### src/rtl/ps2_keyboard_receiver_if.sv
// Keyboard-side pins and consumer handshake for the PS/2 receiver.
// slave = receiver side, master = keyboard/consumer side.
interface ps2_keyboard_receiver_if;
  logic        iKey_Clock;
  logic        iKey_Data;
  logic        iData_Received;
  logic [10:0] oKey_Data_Out;
  logic        oData_Ready;
  logic        oFrame_Error;
  logic        oOverrun;

  modport slave (
    input  iKey_Clock,
    input  iKey_Data,
    input  iData_Received,
    output oKey_Data_Out,
    output oData_Ready,
    output oFrame_Error,
    output oOverrun
  );

  modport master (
    output iKey_Clock,
    output iKey_Data,
    output iData_Received,
    input  oKey_Data_Out,
    input  oData_Ready,
    input  oFrame_Error,
    input  oOverrun
  );
endinterface

### src/rtl/ps2_keyboard_receiver.sv
// PS/2 keyboard frame receiver: synchronizes the pins, shifts 11-bit
// frames, checks start/stop/odd parity and hands frames to a consumer.
module ps2_keyboard_receiver #(
  parameter int TIMEOUT_CYCLES = 50000
) (
  input  logic                    Clock,
  input  logic                    Reset,
  ps2_keyboard_receiver_if.slave  kbd
);

  localparam int CW = $clog2(TIMEOUT_CYCLES + 1);

  typedef enum logic [1:0] {
    IDLE,
    SHIFT,
    CHECK
  } state_t;

  state_t      state, stateNext;
  logic [1:0]  clkSync, datSync;
  logic        clkPrev;
  logic [3:0]  bitCnt, bitCntNext;
  logic [CW-1:0] toCnt, toCntNext;
  logic [10:0] shiftReg, shiftNext;
  logic [10:0] dataOut, dataOutNext;
  logic        ready, readyNext;
  logic        frameErr, frameErrNext;
  logic        overrun, overrunNext;
  logic        fall, bitIn, frameOk, load;

  // Synchronizers idle high so reset never fakes a falling edge
  always_ff @(posedge Clock or negedge Reset) begin
    if (!Reset) begin
      clkSync <= 2'b11;
      datSync <= 2'b11;
      clkPrev <= 1'b1;
    end else begin
      clkSync <= {clkSync[0], kbd.iKey_Clock};
      datSync <= {datSync[0], kbd.iKey_Data};
      clkPrev <= clkSync[1];
    end
  end

  assign fall    = clkPrev & ~clkSync[1];
  assign bitIn   = datSync[1];
  assign frameOk = ~shiftReg[0] & shiftReg[10] & (^shiftReg[9:1]);

  always_ff @(posedge Clock or negedge Reset) begin
    if (!Reset) begin
      state    <= IDLE;
      bitCnt   <= '0;
      toCnt    <= '0;
      shiftReg <= '0;
      dataOut  <= '0;
      ready    <= 1'b0;
      frameErr <= 1'b0;
      overrun  <= 1'b0;
    end else begin
      state    <= stateNext;
      bitCnt   <= bitCntNext;
      toCnt    <= toCntNext;
      shiftReg <= shiftNext;
      dataOut  <= dataOutNext;
      ready    <= readyNext;
      frameErr <= frameErrNext;
      overrun  <= overrunNext;
    end
  end

  always_comb begin
    stateNext    = state;
    bitCntNext   = bitCnt;
    toCntNext    = toCnt;
    shiftNext    = shiftReg;
    dataOutNext  = dataOut;
    readyNext    = ready;
    frameErrNext = 1'b0;
    overrunNext  = overrun;
    load         = 1'b0;

    unique case (state)
      IDLE: begin
        bitCntNext = '0;
        toCntNext  = '0;
        if (fall && !bitIn) begin
          shiftNext  = {bitIn, 10'd0};
          bitCntNext = 4'd1;
          stateNext  = SHIFT;
        end
      end
      SHIFT: begin
        if (fall) begin
          shiftNext  = {bitIn, shiftReg[10:1]};
          bitCntNext = bitCnt + 4'd1;
          toCntNext  = '0;
          if (bitCnt == 4'd10) stateNext = CHECK;
        end else if (toCnt == CW'(TIMEOUT_CYCLES - 1)) begin
          frameErrNext = 1'b1;
          stateNext    = IDLE;
          bitCntNext   = '0;
          toCntNext    = '0;
          shiftNext    = '0;
        end else begin
          toCntNext = toCnt + 1'b1;
        end
      end
      CHECK: begin
        stateNext  = IDLE;
        bitCntNext = '0;
        toCntNext  = '0;
        if (!frameOk) begin
          frameErrNext = 1'b1;
        end else if (!ready || kbd.iData_Received) begin
          load        = 1'b1;
          dataOutNext = shiftReg;
          readyNext   = 1'b1;
        end else begin
          overrunNext = 1'b1;
        end
      end
      default: stateNext = IDLE;
    endcase

    if (ready && kbd.iData_Received && !load) readyNext = 1'b0;
  end

  assign kbd.oKey_Data_Out = dataOut;
  assign kbd.oData_Ready   = ready;
  assign kbd.oFrame_Error  = frameErr;
  assign kbd.oOverrun      = overrun;

endmodule
### src/flat_wrapper.sv
// flat-port wrapper written by rule: the top's interface ports become plain ports
module ps2_keyboard_receiver_flat 
#(
  parameter int TIMEOUT_CYCLES = 50000
)
  (Clock, Reset, kbd_iKey_Clock, kbd_iKey_Data, kbd_iData_Received, kbd_oKey_Data_Out, kbd_oData_Ready, kbd_oFrame_Error, kbd_oOverrun);
  ps2_keyboard_receiver_if kbd_i ();
  input  logic Clock;
  input  logic Reset;
  input wire logic [$bits(kbd_i.iKey_Clock)-1:0] kbd_iKey_Clock;
  input wire logic [$bits(kbd_i.iKey_Data)-1:0] kbd_iKey_Data;
  input wire logic [$bits(kbd_i.iData_Received)-1:0] kbd_iData_Received;
  output wire logic [$bits(kbd_i.oKey_Data_Out)-1:0] kbd_oKey_Data_Out;
  output wire logic [$bits(kbd_i.oData_Ready)-1:0] kbd_oData_Ready;
  output wire logic [$bits(kbd_i.oFrame_Error)-1:0] kbd_oFrame_Error;
  output wire logic [$bits(kbd_i.oOverrun)-1:0] kbd_oOverrun;
  assign kbd_i.iKey_Clock = kbd_iKey_Clock;
  assign kbd_i.iKey_Data = kbd_iKey_Data;
  assign kbd_i.iData_Received = kbd_iData_Received;
  assign kbd_oKey_Data_Out = kbd_i.oKey_Data_Out;
  assign kbd_oData_Ready = kbd_i.oData_Ready;
  assign kbd_oFrame_Error = kbd_i.oFrame_Error;
  assign kbd_oOverrun = kbd_i.oOverrun;
  ps2_keyboard_receiver #(.TIMEOUT_CYCLES(TIMEOUT_CYCLES)) u_core (.Clock(Clock), .Reset(Reset), .kbd(kbd_i));
endmodule
### config.mk
export PLATFORM = sky130hd
export DESIGN_NAME = ps2_keyboard_receiver_flat
export DESIGN_NICKNAME = d
export VERILOG_FILES = /design/src/rtl/ps2_keyboard_receiver_if.sv /design/src/rtl/ps2_keyboard_receiver.sv /design/src/flat_wrapper.sv
export SDC_FILE = /design/constraint.sdc
export NUM_CORES = 1
export LEC_CHECK = 0
export BUFFER_PORTS_ARGS = -buffer_cell sky130_fd_sc_hd__buf_2
export CORE_ASPECT_RATIO = 0.75
export CORE_MARGIN = 2
export CORE_UTILIZATION = 45
export CTS_BUF_LIST = sky130_fd_sc_hd__clkbuf_2 sky130_fd_sc_hd__clkbuf_4 sky130_fd_sc_hd__clkbuf_8
export CTS_CLUSTER_DIAMETER = 120
export DETAILED_ROUTE_END_ITERATION = 7
export GPL_TIMING_DRIVEN = 0
export PLACE_DENSITY_LB_ADDON = 0.2
export SLEW_MARGIN = 25
export SYNTH_ARGS = -nofsm -noshare
export SYNTH_HDL_FRONTEND = slang
export SYNTH_SLANG_ARGS = --single-unit
### constraint.sdc
create_clock -name Clock -period 6.1 [get_ports Clock]
set_input_delay 0.915 -clock Clock [delete_from_list [all_inputs] [get_ports Clock]]
set_output_delay 0.915 -clock Clock [all_outputs]
set_load 0.1 [all_outputs]
==> metrics.md, run 1 <==
| Metric | Value |
|---|---|
| Final Hold Viols | `0` |
| Setup-failing EPs final | `0` |
| Final Skew | `0.00711 ns` |
| Cells after Synth | `214` |
| Prevailing post-synth register cell | `dfrtp_1` |
| Slowest cell on crit path | `or4b_1` |
| Grt ovf | `0` |
| Syn_area_per_cell | `11.3 µm²` |
| Post-synth EDFFs | `0` |
| Clock sinks | `52` |
| CP max stage delay | `0.53 ns` |
| Slew headroom | `0.487` |
| Synth Net Count | `227` |
| Placer Congestion | `0.777` |
| Detailed-route via count | `1627` |
| CP Class | `flip-flop to flip-flop` |
| Arr. time, crit path | `2.57 ns` |
| Clk slew on worst S/H paths | `0.09 ns` |
| HP Class | `flip-flop to flip-flop` |
| Global-route wire length before repair | `7030 µm` |
| Area contributors post-synth | `dfrtp_1 (49%), dfstp_2 (5.4%), xnor2_1 (4.7%), mux2_2 (4.7%), ha_1 (4.1%)` |
| Seq cells post-synth | `52` |
| DRC | `0` |
| Total wire length | `4260 µm` |
| CP max FO | `8` |
| H-tree levels | `2` |
| Largest net degree at the start of global routing | `53` |
| Top cells by count, synth | `dfrtp_1 (47), nand2_1 (19), nor2_1 (13), xnor2_1 (13), o21ai_0 (12)` |
| Antenna fix cells | `0` |
| Post-synth cell types | `42` |
| Total setup buffers inserted after CTS | `0` |
| Routed vias/inst | `5.17` |
| Critical Path RT | `6.34 ns` |
| Area Growth Syn to Fin | `12.6%` |
| Layout Nets | `252` |
| Crit. End Element | `flip-flop` |
| Number of max-cap violations | `0` |
| Worst-margin pin slew | `0.764 ns` |
| Synthesized area | `2420 µm²` |
| Initial DRC Count | `85` |
| Fin worst setup slack | `3.77 ns` |
| Initial DRT Pass Iterations | `4` |
| Async S/R FF share, synth | `1.00` |
| Clk buf depth | `2` |
| Worst R2R Setup Slack | `3.77 ns` |
| Hold path depth | `0` |
| WHS | `0.360 ns` |
| Row count | `23` |
| Lkg Pwr | `1.27 nW` |
| CP startpoint kind | `flip-flop` |
| Hold path startpoint | `u_core.datSync[0]` |
| Slew Limit Fails | `0` |
| Area leader, netlist | `dfrtp_1` |
| Vias in the first global route | `1415` |
| Die X | `88.7 µm` |
| Yosys top cell area share | `0.486` |
| CTS resizes | `0` |
| Syn. warnings | `0` |
| Starting Density | `0.460` |
| Setup WS pre-CTS | `3.81 ns` |
| Family with the most delay on the worst path | `simple AND/OR/NAND/NOR gates` |
| CP bufs+invs | `0` |
| Hold-fix buffers, CTS | `0` |
| Worst reg2reg endpoint | `u_core.bitCnt[2]` |
| Root Buffer | `clkbuf_8` |
| Core area | `5270 µm²` |
| Initial antenna violation count | `0` |
| Chip height | `67.5 µm` |
| Filler cells | `479` |
| Ratio of cells with drive above 1 in the final layout | `0.213` |
| Global-route usage over all layers | `0.154` |
| Unrepaired setup endpoints after global routing | `no` |
| Crit path cell chain | `ha_1, nand4b_1, nor4_4, o21bai_2, or4b_1, nand2_1` |
| Worst R2R Path Depth | `6` |
| Ratio of final minimum period to clock period | `0.382` |
| Sequential area share after synthesis | `0.540` |
| CTS tree | `done` |
| Die area | `5990 µm²` |
| Hold Path Sink | `u_core.datSync[1]` |
| Ports | `19` |
| Total power | `0.000770 W` |
| Clock latency at the later pin of the worst-skew pair | `0.30 ns` |
| Total power divided by cell area | `283 nW/µm²` |
| Top-count cell post-synth | `dfrtp_1` |
| Port Buffers | `18` |
| Status | `complete, no violations` |
| Reg2reg start | `u_core.toCnt[0]` |
| HPWL after DPL | `3020 µm` |
| DRT antenna net count | `0` |
| Fmax | `0.429 GHz` |
| Worst IR Drop VDD | `0.148 mV` |
| Wire per inst | `13.5 µm` |
| TritonCTS Buffers | `5` |
| Fin crit period | `2.33 ns` |
| Setup TNS | `0 ns` |
==> final cells by class <==
cell class | instances | area (µm²) | area share
Sequential cell | 52 | 1310 | 0.480
Multi-Input combinational cell | 148 | 1060 | 0.391
Tap cell | 75 | 93.8 | 0.0344
Timing Repair Buffer | 18 | 92.6 | 0.0340
Clock buffer | 5 | 68.8 | 0.0253
Clock inverter | 3 | 42.5 | 0.0156
Inverter | 10 | 37.5 | 0.0138
Buffer | 4 | 17.5 | 0.00643
==> sequential cells by signal (all words and copies together) (netlist names) <==
signal	cells
u_core.kbd.oFrame_Error	1
u_core.clkPrev	1
u_core.bitCnt	4
u_core.toCnt	16
u_core.state	2
u_core.datSync	2
u_core.kbd.oData_Ready	1
u_core.clkSync	2
u_core.kbd.oOverrun	1
u_core.shiftReg	11
u_core.kbd.oKey_Data_Out	11
==> where the power goes <==
| group | total (W) | internal (W) | switching [W] |
|---|---|---|---|
| clock | 0.000231 | 0.000121 | 0.000110 |
| combinational | 0.000148 | 0.0000558 | 0.0000925 |
| sequential | 0.000391 | 0.000366 | 0.0000248 |
| total | 0.000770 | 0.000543 | 0.000227 |
==> cell usage in the layout (no fill, tap or decap), types with 2 or more instances in the layout <==
master     n
nand3_1    4
nand4b_1   2
o22ai_1    2
clkbuf_1   2
dfstp_2    5
and4_1     3
mux2_2    10
inv_1     10
and3_1     3
nor2_1    13
a21oi_1    7
xnor2_1   13
nor4_1     2
o21bai_1   2
or2_2      2
o21ai_0   12
a22o_1    11
and2_1     3
clkbuf_8   5
buf_2     19
nand2b_1   3
ha_1       8
dfrtp_1   47
nor3_1     2
nor2b_1    6
o21a_1     2
nand4_1    3
nand2_1   19
==> worst max-delay path by stage <==
stage               cells after the start               start                          end  slack [ns]
floorplan                               6  u_core.shiftReg[3]  u_core.kbd.oKey_Data_Out[1]        4.06
global placement                        6     u_core.toCnt[0]              u_core.toCnt[7]        3.53
detailed placement                      6     u_core.toCnt[0]             u_core.bitCnt[2]        3.81
CTS                                     6     u_core.toCnt[0]             u_core.bitCnt[2]        3.76
global route                            6     u_core.toCnt[0]             u_core.bitCnt[2]        3.64
finish                                  6     u_core.toCnt[0]             u_core.bitCnt[2]        3.77
==> cells by family (layout without fill, tap and decap cells) <==
group / Yosys count / count (layout) / synth area share
flops: 52 / 52 / 0.540
compound gates: 41 / 41 / 0.116
mux: 10 / 10 / 0.0465
buf+inv: 14 / 40 / 0.0227
xor+xnor: 15 / 15 / 0.0599
simple gates: 74 / 74 / 0.174
fa+ha+maj: 8 / 8 / 0.0413
==> metal layers <==
metal,GRT usage,vias to the layer above,share of wire
met4,0.0398,0,0.0063
li1,-,809,-
met3,0.0367,2,0.023
met2,0.208,12,0.42
met1,0.245,804,0.55
met5,0,-,0
==> stage by stage <==
step / utilization / instance area, µm² / cells
floorplan: - / 2420 / 214
detailed placement: 0.496 / 2610 / 307
finish: 0.517 / 2730 / 315
global placement: 0.495 / 2610 / 307
global route: 0.517 / 2730 / 315
CTS: 0.517 / 2730 / 315
==> worst register-to-register path, delay by kind of cell, from the launching register on <==
kind / cells / cell delay (ns)
AND/OR/NAND/NOR: 4 / 1.32
flip-flops: 1 / 0.45
adder cells (fa/ha/maj): 1 / 0.31
AO/OA/AOI/OAI: 1 / 0.19
Note: power is estimated with default switching activity, not from simulation.
==> run 2, diff against run 1 <==
Clock period 6.1 ns to 2.3 ns, I/O delays scaled along.
==> run 2 against run 1 <==
  * Design area up 0.96%
  * Fmax increased by 2.7%
  * Final cell count is 0.32% higher
  * Routed wire length grew 1.2%
  * Die area is the same
  * Clock power rose to 2.7 times the previous value
  * Core utilization rose by 0.50 points
  * Worst setup slack worse by 3.7 ns
  * Flip-flop and latch count is the same
  * Critical path type unchanged
  * Largest power group unchanged
==> metrics.md, run 2 (same netlist as run 1, synthesis figures left out) <==
| Metric | Value |
|---|---|
| Status | `complete, no violations (unchanged)` |
| Net Sw Frac | `0.295 (about the same)` |
| Total wire length | `4310 µm (was 4260 µm)` |
| Die area | `5990 µm² (unchanged)` |
| Core area | `5270 µm² (unchanged)` |
| Ports | `19 (unchanged)` |
| Detailed-route via count | `1647 (was 1627)` |
| Sw Pwr | `0.000613 W (was 0.000227 W)` |
| Number of max-cap violations | `0 (unchanged)` |
| Critical Path RT | `2.54 ns (was 6.34 ns)` |
| Final Skew | `0.00863 ns (was 0.00711 ns)` |
| Slew headroom | `0.418 (was 0.487)` |
| Filler cells | `477 (was 479)` |
| Largest Register | `u_core.toCnt (unchanged)` |
| Total power divided by cell area | `755 nW/µm² (was 283 nW/µm²)` |
| Max FFs per register | `16 (unchanged)` |
| Layout Cell Area excl Fill | `2750 µm² (was 2730 µm²)` |
| Vias in the first global route | `1413 (was 1415)` |
| Clock latency at the later pin of the worst-skew pair | `0.30 ns (about the same)` |
| HPWL after DPL | `3020 µm (unchanged)` |
| Initial DRC Count | `78 (was 85)` |
| CP max stage delay | `0.57 ns (was 0.53 ns)` |
| Chip height | `67.5 µm (unchanged)` |
| Wire per inst | `13.6 µm (was 13.5 µm)` |
| TritonCTS Buffers | `5 (unchanged)` |
| Fmax | `0.440 GHz (was 0.429 GHz)` |
| Top layer in use | `met4 (unchanged)` |
| Unrepaired setup endpoints after global routing | `yes (was no)` |
| Initial antenna violation count | `0 (unchanged)` |
| Multi-input logic area | `1080 µm² (was 1060 µm²)` |
| CP max FO | `8 (unchanged)` |
| Starting Density | `0.460 (unchanged)` |
| Total power | `0.00208 W (was 0.000770 W)` |
| Area Growth Syn to Fin | `13.6% (was 12.6%)` |
| Routed vias/inst | `5.21 (was 5.17)` |
| Clk buf depth | `2 (unchanged)` |
| Finished Core Util | `0.522 (was 0.517)` |
| Ratio of final minimum period to clock period | `0.987 (was 0.382)` |
| Slowest cell on crit path | `or4b_4 (was or4b_1)` |
| HP Class | `input port to async pin (was flip-flop to flip-flop)` |
| Combinational power share | `0.206 (was 0.192)` |
| WHS | `0.0590 ns (was 0.360 ns)` |
| Dpl cells | `307 (unchanged)` |
| Global-route wire length before repair | `7060 µm (was 7030 µm)` |
| Placement Cell Area | `2610 µm² (unchanged)` |
| Grt ovf | `0 (unchanged)` |
| DRC | `0 (unchanged)` |
| CP startpoint kind | `flip-flop (unchanged)` |
| Crit path cell chain | `or4b_4, nor4_4, o21bai_2, or4b_1, nand2_1 (was ha_1, nand4b_1, nor4_4, o21bai_2, or4b_1, nand2_1)` |
| Arr. time, crit path | `2.51 ns (was 2.57 ns)` |
| DRT antenna net count | `0 (unchanged)` |
| Fin crit period | `2.27 ns (was 2.33 ns)` |
| Non-filler cells, final | `316 (was 315)` |
| Placer Congestion | `0.777 (unchanged)` |
| Final Hold Viols | `0 (unchanged)` |
| Worst R2R Setup Slack | `0.03 ns (was 3.77 ns)` |
| Layout Nets | `253 (was 252)` |
| DR WL met2 | `1810 µm (was 1800 µm)` |
| CTS tree | `done (unchanged)` |
| Worst IR Drop VDD | `0.394 mV (was 0.148 mV)` |
| Commonest cells after routing, fill and taps aside | `dfrtp_1 (46), nand2_1 (19), buf_2 (17) (was dfrtp_1 (47), nand2_1 (19), buf_2 (19))` |
| Hold-fix buffers, CTS | `0 (unchanged)` |
| Wl on met1 | `2350 µm (was 2330 µm)` |
| Sequential share of power | `0.499 (was 0.507)` |
| Die X | `88.7 µm (unchanged)` |
| Routed length on met3 | `114 µm (was 96 µm)` |
| Largest net degree at the start of global routing | `53 (unchanged)` |
| Clock share of power | `0.295 (was 0.300)` |
| Clock sinks | `52 (unchanged)` |
| Slew Limit Fails | `0 (unchanged)` |
| Row count | `23 (unchanged)` |
| Sequential cell area | `1310 µm² (about the same)` |
| Setup-failing EPs final | `0 (unchanged)` |
| Lkg Pwr | `1.28 nW (was 1.27 nW)` |
| H-tree levels | `2 (unchanged)` |
| Global-route usage over all layers | `0.155 (was 0.154)` |
| Crit. End Element | `flip-flop (unchanged)` |
| Root Buffer | `clkbuf_8 (unchanged)` |
| Int Power | `0.00146 W (was 0.000543 W)` |
| Initial DRT Pass Iterations | `4 (unchanged)` |
| Clk slew on worst S/H paths | `0.09 ns (about the same)` |
| Port Buffers | `18 (unchanged)` |
| Ratio of cells with drive above 1 in the final layout | `0.224 (was 0.213)` |
| CP Class | `flip-flop to flip-flop (unchanged)` |
| Worst-margin pin slew | `0.866 ns (was 0.764 ns)` |
| Commonest non-fill, non-tap cell in the layout | `dfrtp_1 (unchanged)` |
| Antenna fix cells | `0 (unchanged)` |
[run 2: critical path, delay by kind of cell, from the launching register on]
family             cells  cell delay, ns
DFF                    1            0.42
AOI/OAI and AO/OA      1            0.19
and+or+nand+nor        4            1.61
[run 2: path summary, 6_finish.rpt]
| kind | from | to | cells past startpoint |
|---|---|---|---|
| max | u_core.toCnt[5] | u_core.bitCnt[2] | 5 |
| min | Reset | u_core.toCnt[2] | 1 |
| max reg2reg | u_core.toCnt[5] | u_core.bitCnt[2] | 5 |
| min reg2reg | u_core.datSync[0] | u_core.datSync[1] | 0 |
| max in group asynchronous | Reset | u_core.shiftReg[3] | 1 |
| min in group Clock | kbd_iKey_Clock | u_core.clkSync[0] | 1 |
[run 2: power groups by stage]
stage               logic [W]  clock network [W]  registers (W)
floorplan            0.000293                  0        0.00104
global placement     0.000384                  0        0.00105
detailed placement   0.000396                  0        0.00106
CTS                  0.000399           0.000639        0.00104
global route         0.000479           0.000669        0.00105
finish               0.000427           0.000613        0.00104
[run 2: stage by stage]
stage | setup slack [ns] | setup TNS (ns)
after global routing | -0.0873 | -0.343
after CTS | 0.00411 | 0
final | 0.0297 | 0
after detailed placement | 0.00647 | 0
after floorplan | 0.264 | 0
after global placement | -0.272 | -2.81
[run 2: final cells by class]
type	count	share of cell area
Inverter	10	0.0136
Clock buffer	5	0.0250
Clock inverter	3	0.0155
Multi-Input combinational cell	148	0.392
Sequential cell	52	0.476
Timing Repair Buffer	19	0.0364
Buffer	4	0.00819
Tap cell	75	0.0341
[run 2: repair_timing]
action	CTS	global route
resized for setup	1	5
buffers inserted	0	1
endpoints found under the hold margin	0	0
setup endpoints to repair	6	30
pin swaps	1	2
[run 2: routing by layer]
metal / up-vias / global-route usage
met5: - / 0
met4: 0 / 0.0398
met3: 2 / 0.0367
met2: 18 / 0.208
met1: 814 / 0.247
li1: 813 / -
